==> src/rtl/md5_padder.sv <==
// md5_padder: turns a stream of 32-bit little-endian message words into
// 512-bit MD5 blocks. It appends the 0x80 marker and zero fill, and places the
// 64-bit bit length in words 14/15 of the final block. When the marker or the
// length does not fit, it emits one extra block.
//
// Ports
//   clk_i, rst_i      clock, asynchronous active-low reset
//   in_data_i[31:0]   message word (byte k in bits [8k+7:8k])
//   in_valid_i        in_data_i / in_last_i / in_nbytes_i valid
//   in_last_i         final word of the message
//   in_nbytes_i[2:0]  valid bytes in the final word (0..4, >4 treated as 4)
//   in_ready_o        a word is accepted this cycle when in_valid_i is high
//   blk_o[511:0]      padded block, word j at bits [32j+31:32j]
//   blk_valid_o       blk_o valid
//   blk_last_o        blk_o is the final (length-carrying) block
//   blk_ready_i       downstream takes blk_o this cycle
//   busy_o            message bytes held or a block in flight
module md5_padder #(
  parameter int LEN_W = 61
) (
  input  logic         clk_i,
  input  logic         rst_i,
  input  logic [31:0]  in_data_i,
  input  logic         in_valid_i,
  input  logic         in_last_i,
  input  logic [2:0]   in_nbytes_i,
  output logic         in_ready_o,
  output logic [511:0] blk_o,
  output logic         blk_valid_o,
  output logic         blk_last_o,
  input  logic         blk_ready_i,
  output logic         busy_o
);

  typedef enum logic [1:0] {ACC = 2'd0, OUT = 2'd1, TAIL = 2'd2} state_t;

  state_t             state_q, state_d;
  logic [3:0]         cnt_q, cnt_d;
  logic [LEN_W-1:0]   len_q, len_d;
  logic [511:0]       blk_q, blk_d;
  logic               last_q, last_d;
  logic               pend_q, pend_d;   // an extra length block must follow
  logic               mark_q, mark_d;   // that extra block also carries the 0x80 marker
  logic               run_q;            // holds in_ready_o low until the first edge after reset

  logic               accept;
  logic [2:0]         nb;
  logic [6:0]         pos;
  logic [31:0]        last_word;
  logic [63:0]        bitlen;

  assign in_ready_o  = run_q && (state_q == ACC);
  assign accept      = in_valid_i && in_ready_o;
  assign blk_o       = blk_q;
  assign blk_valid_o = (state_q == OUT);
  assign blk_last_o  = last_q;
  assign busy_o      = (state_q != ACC) || (cnt_q != 4'd0) || (len_q != '0);

  // Effective byte count of the incoming word.
  always_comb begin
    if (!in_last_i)              nb = 3'd4;
    else if (in_nbytes_i > 3'd4) nb = 3'd4;
    else                         nb = in_nbytes_i;
  end

  assign pos = {1'b0, cnt_q, 2'b00} + {4'b0000, nb};

  // Final word with unused bytes cleared and the marker in the first free byte
  // (no marker here when the word is full; it then lands in the next word).
  always_comb begin
    last_word = '0;
    for (int k = 0; k < 4; k++) begin
      if (3'(k) < nb)       last_word[8*k +: 8] = in_data_i[8*k +: 8];
      else if (3'(k) == nb) last_word[8*k +: 8] = 8'h80;
      else                  last_word[8*k +: 8] = 8'h00;
    end
  end

  always_comb begin
    state_d = state_q;
    cnt_d   = cnt_q;
    len_d   = len_q;
    blk_d   = blk_q;
    last_d  = last_q;
    pend_d  = pend_q;
    mark_d  = mark_q;
    bitlen  = '0;

    case (state_q)
      ACC: begin
        if (accept) begin
          len_d  = len_q + LEN_W'(nb);
          bitlen = 64'({len_d, 3'b000});
          if (!in_last_i) begin
            for (int j = 0; j < 16; j++) begin
              if (4'(j) == cnt_q) blk_d[32*j +: 32] = in_data_i;
            end
            cnt_d = cnt_q + 4'd1;
            if (cnt_q == 4'd15) begin
              state_d = OUT;
              last_d  = 1'b0;
            end
          end else begin
            for (int j = 0; j < 16; j++) begin
              if (j < int'(cnt_q))
                blk_d[32*j +: 32] = blk_q[32*j +: 32];
              else if (j == int'(cnt_q))
                blk_d[32*j +: 32] = last_word;
              else if ((j == int'(cnt_q) + 1) && (nb == 3'd4))
                blk_d[32*j +: 32] = 32'h0000_0080;
              else
                blk_d[32*j +: 32] = 32'h0000_0000;
            end
            cnt_d   = 4'd0;
            state_d = OUT;
            if (pos <= 7'd55) begin
              blk_d[448 +: 32] = bitlen[31:0];
              blk_d[480 +: 32] = bitlen[63:32];
              last_d = 1'b1;
            end else begin
              last_d = 1'b0;
              pend_d = 1'b1;
              mark_d = (pos == 7'd64);
            end
          end
        end
      end

      OUT: begin
        if (blk_ready_i) begin
          if (pend_q) begin
            state_d = TAIL;
          end else begin
            state_d = ACC;
            if (last_q) begin
              cnt_d  = 4'd0;
              len_d  = '0;
              blk_d  = '0;
              last_d = 1'b0;
              pend_d = 1'b0;
              mark_d = 1'b0;
            end
          end
        end
      end

      TAIL: begin
        bitlen           = 64'({len_q, 3'b000});
        blk_d            = '0;
        blk_d[31:0]      = mark_q ? 32'h0000_0080 : 32'h0000_0000;
        blk_d[448 +: 32] = bitlen[31:0];
        blk_d[480 +: 32] = bitlen[63:32];
        pend_d           = 1'b0;
        mark_d           = 1'b0;
        last_d           = 1'b1;
        state_d          = OUT;
      end

      default: state_d = ACC;
    endcase
  end

  always_ff @(posedge clk_i or negedge rst_i) begin
    if (!rst_i) begin
      state_q <= ACC;
      cnt_q   <= '0;
      len_q   <= '0;
      blk_q   <= '0;
      last_q  <= 1'b0;
      pend_q  <= 1'b0;
      mark_q  <= 1'b0;
      run_q   <= 1'b0;
    end else begin
      state_q <= state_d;
      cnt_q   <= cnt_d;
      len_q   <= len_d;
      blk_q   <= blk_d;
      last_q  <= last_d;
      pend_q  <= pend_d;
      mark_q  <= mark_d;
      run_q   <= 1'b1;
    end
  end

endmodule

==> config.mk <==
export PLATFORM = sky130hd
export DESIGN_NAME = md5_padder
export DESIGN_NICKNAME = d
export VERILOG_FILES = /design/src/rtl/md5_padder.sv
export SDC_FILE = /design/constraint.sdc
export NUM_CORES = 1
export LEC_CHECK = 0
export CAP_MARGIN = 20
export CORE_MARGIN = 2
export CORE_UTILIZATION = 40
export DETAILED_ROUTE_END_ITERATION = 7
export DONT_BUFFER_PORTS = 1
export PLACE_DENSITY = 0.55
export SYNTH_ARGS = -nofsm -noshare
export SYNTH_HDL_FRONTEND = slang
export SYNTH_SLANG_ARGS = --single-unit
==> constraint.sdc <==
create_clock -name clk_i -period 5.9 [get_ports clk_i]
set_clock_uncertainty 0.2 [all_clocks]
set_input_delay 0.885 -clock clk_i [delete_from_list [all_inputs] [get_ports clk_i]]
set_output_delay 0.885 -clock clk_i [all_outputs]
set_load 0.005 [all_outputs]
==> flow_results.xml <==
<?xml version="1.0" encoding="UTF-8"?>
<metrics>
  <group name="yosys">
    <metric name="synth-seq-cells" unit="">583</metric>
    <metric name="synth_area" unit="µm²">30100</metric>
    <metric name="seq_area_frac_synth" unit="%">48.5</metric>
    <metric name="post-synth-top-area-cell" unit="">dfrtp_1</metric>
    <metric name="synthesized_netlist_net_count" unit="">3547</metric>
    <metric name="synthesis.yosys.warnings" unit="">0</metric>
    <metric name="synth_enable_flop_cells" unit="">0</metric>
    <metric name="syn_area_per_cell" unit="µm²">8.62</metric>
    <metric name="post_synth_main_area_contributors" unit="">dfrtp_1 (49%), o31ai_1 (11%), nand2_1 (8.1%)</metric>
    <metric name="netlist.area_leader.share" unit="%">48.5</metric>
    <metric name="async_flop_share" unit="%">100</metric>
    <metric name="netlist_instances" unit="">3490</metric>
    <metric name="synth_ff_type" unit="">dfrtp_1</metric>
    <metric name="yosysUniqueCellTypes" unit="">74</metric>
  </group>
  <group name="critical_path">
    <metric name="critical_path_class" unit="">reg -&gt; out</metric>
    <metric name="worst-path-max-fanout" unit="">30</metric>
    <metric name="required" unit="ns">4.82</metric>
    <metric name="crit_family" unit="">simple AND/OR/NAND/NOR gates</metric>
    <metric name="worstSetupEndpointType" unit="">output pin</metric>
    <metric name="cp_cell_sequence" unit="">nor2_1 -&gt; and2_2 -&gt; nand4_1</metric>
    <metric name="timing.critical_path.buf_inv" unit="">0</metric>
    <metric name="slowest_delay" unit="ns">0.97</metric>
    <metric name="worst_ep_arrival_time" unit="ns">3.32</metric>
    <metric name="critical_path.slowest_cell" unit="">and2_2</metric>
    <metric name="worstSetupStartpointType" unit="">flop</metric>
  </group>
  <group name="timing">
    <metric name="max_freq" unit="MHz">227</metric>
    <metric name="finalSetupTns" unit="ns">0</metric>
    <metric name="tightest_slew" unit="ns">1.26</metric>
    <metric name="slew-limit-headroom" unit="%">15.8</metric>
    <metric name="finalHoldViolations" unit="">489</metric>
    <metric name="report.final.slew_viol_count" unit="">0</metric>
    <metric name="whs" unit="ns">-0.261</metric>
    <metric name="min_period_over_period" unit="%">74.7</metric>
    <metric name="fin_crit" unit="ns">4.41</metric>
    <metric name="final_setup_violating_endpoints" unit="">0</metric>
    <metric name="grt_setup_unrepaired" unit="">no</metric>
  </group>
  <group name="cells_and_area">
    <metric name="area_growth_synth_to_finish" unit="%">9.98</metric>
    <metric name="finalCoreUtilization" unit="%">44.4</metric>
    <metric name="nets" unit="">3293</metric>
    <metric name="mostFrequentLayoutCell" unit="">nand2_1</metric>
    <metric name="fillCellCount" unit="">7272</metric>
    <metric name="mostFrequentLayoutCells" unit="">nand2_1 (645), dfrtp_1 (583), a21oi_1 (471), o31ai_1 (434), o21ai_0 (229)</metric>
    <metric name="layout-drive-gt1-share" unit="%">8.67</metric>
    <metric name="instances_no_fill" unit="">4264</metric>
  </group>
  <group name="pwr">
    <metric name="internal_power" unit="W">0.00948</metric>
    <metric name="power.net_switching" unit="W">0.00833</metric>
    <metric name="clockPowerShare" unit="%">25.0</metric>
    <metric name="ir_drop" unit="µV">734</metric>
    <metric name="p_per_area" unit="nW/µm²">538</metric>
    <metric name="power.switching_fraction" unit="%">46.8</metric>
    <metric name="combinational_share_of_power" unit="%">37.4</metric>
    <metric name="leakagePower" unit="nW">13.5</metric>
    <metric name="share_seq_of_total_power" unit="%">37.6</metric>
  </group>
  <group name="run">
    <metric name="timing.max_cap.violations" unit="">0</metric>
  </group>
  <group name="drt">
    <metric name="drt_first_iter_violations" unit="">3560</metric>
    <metric name="post_drt_wl_per_cell" unit="µm">33.9</metric>
    <metric name="viasPerCell" unit="">6.68</metric>
    <metric name="final_antenna_net_count" unit="">0</metric>
    <metric name="routed-via-count" unit="">28465</metric>
    <metric name="drt_wl_total" unit="mm">144</metric>
    <metric name="dr.pass1.iters" unit="">7</metric>
    <metric name="route.detailed.drc" unit="">0</metric>
  </group>
  <group name="place">
    <metric name="io_buffers" unit="">0</metric>
    <metric name="post-dp-hpwl" unit="mm">96.2</metric>
    <metric name="placedCellCount" unit="">4132</metric>
    <metric name="gp_congestion" unit="">0.996</metric>
  </group>
  <group name="clocking">
    <metric name="cts_tree" unit="">yes</metric>
    <metric name="clock_latency" unit="ns">0.63</metric>
    <metric name="clock_tree_sinks" unit="">583</metric>
    <metric name="cts.repair.resized" unit="">0</metric>
    <metric name="clk_buf_depth" unit="">3</metric>
    <metric name="cts_inserted_buffers" unit="">69</metric>
    <metric name="setup_fix_bufs_post_cts" unit="">0</metric>
    <metric name="h-tree-depth" unit="">3</metric>
    <metric name="path_clk_slew" unit="ns">0.06</metric>
    <metric name="root_buffer" unit="">clkbuf_16</metric>
  </group>
  <group name="die">
    <metric name="die_h" unit="µm">278</metric>
    <metric name="core.rowCount" unit="">100</metric>
    <metric name="dieWidth" unit="µm">278</metric>
    <metric name="core" unit="µm²">74400</metric>
    <metric name="initial_core_util" unit="%">40.4</metric>
    <metric name="dieArea" unit="µm²">77400</metric>
    <metric name="design.portCount" unit="">556</metric>
  </group>
  <group name="global_routing">
    <metric name="track_usage" unit="%">36.4</metric>
    <metric name="antenna_violations_before_repair" unit="">3</metric>
    <metric name="grt_pass1_vias" unit="">26731</metric>
    <metric name="grt_max_degree" unit="">584</metric>
    <metric name="global_route.overflow_total" unit="">0</metric>
    <metric name="grt_pass1_wl" unit="mm">205</metric>
  </group>
  <group name="outcome">
    <metric name="violations_in_the_final_reports" unit="">hold timing</metric>
    <metric name="status" unit="">finished, violations left</metric>
  </group>
  <group name="min_path">
    <metric name="hp-class" unit="">in -&gt; async</metric>
  </group>
</metrics>
registers in the layout (all words and copies together), names as in the netlist:
signal and count:
pend_q 1, blk_last_o 1, cnt_q 4, len_q 61, run_q 1, mark_q 1
state_q 2, blk_o 512
Yosys cell counts, types with 16 or more instances:
cell        n
a21oi_1   472
nand4_1    33
clkbuf_1  396
a31oi_1    38
and2_0     18
ha_1       16
nor2b_1    36
o21ai_0   230
and3_1     18
nand3_1    33
inv_1      24
xnor2_1    22
and2_1     43
dfrtp_1   583
nor2_1     98
buf_1      20
a221oi_1   23
nor3_1     30
nor4_1     29
and4_1     19
o31ai_1   434
nand2_1   652
xor2_1     16
cell families after synthesis:
group,share of synthesized area (%)
AOI/OAI and AO/OA,27.8
xor gates and xnor gates,1.11
adders and majority gates,0.732
buffers and inverters,5.74
DFF,48.5
muxes,0.275
other,0.0125
and+or+nand+nor,15.8
cell type report:
cell class / count / area, µm² / share of cell area (%)
diodes: 7 / 17.5 / 0.0530
clock buffers: 101 / 2000 / 6.04
inverters: 26 / 97.6 / 0.295
repair buffers: 103 / 813 / 2.46
flip-flops and latches: 583 / 14600 / 44.1
multi-input cells: 2453 / 14000 / 42.4
well taps: 969 / 1210 / 3.66
clock inverters: 22 / 315 / 0.953
power groups by stage:
| stage | clock (W) | combinational, W | sequential [W] |
|---|---|---|---|
| 6_report | 0.00445 | 0.00666 | 0.00670 |
| 3_3_place_gp | 0 | 0.00637 | 0.00674 |
| 4_1_cts | 0.00450 | 0.00656 | 0.00669 |
| 5_1_grt | 0.00466 | 0.00721 | 0.00678 |
| 2_1_floorplan | 0 | 0.00461 | 0.00588 |
| 3_5_place_dp | 0 | 0.00655 | 0.00675 |
layer usage:
layer | GRT usage [%] | vias up | routed length [µm]
li1 | - | 12066 | -
met1 | 45.0 | 14214 | 54200
met2 | 55.4 | 1779 | 63900
met3 | 11.7 | 404 | 16300
met4 | 22.0 | 2 | 10100
met5 | 0 | - | 15
final timing paths:
kind,slack (ns),from,depth (start not counted),endpoint
max in group asynchronous,4.83,rst_i,0,blk_o[412]
worst max register to register,2.09,state_q[1],7,blk_o[205]
min in group clk_i,0.26,in_data_i[16],2,blk_o[496]
worst min-delay path,-0.26,rst_i,0,blk_o[234]
worst min register to register,0.30,blk_o[179],2,blk_o[179]
worst max-delay path,1.49,cnt_q[3],3,busy_o
per-stage QoR:
stage | instance area (µm²) | worst slack, ns | total power [W]
floorplan | 30100 | 2.02 | 0.0105
global placement | 30700 | 1.45 | 0.0131
detailed placement | 30700 | 1.33 | 0.0133
CTS | 33000 | 1.62 | 0.0177
global route | 33100 | 1.42 | 0.0186
finish | 33100 | 1.49 | 0.0178
Note: power is estimated with default switching activity, not from simulation.
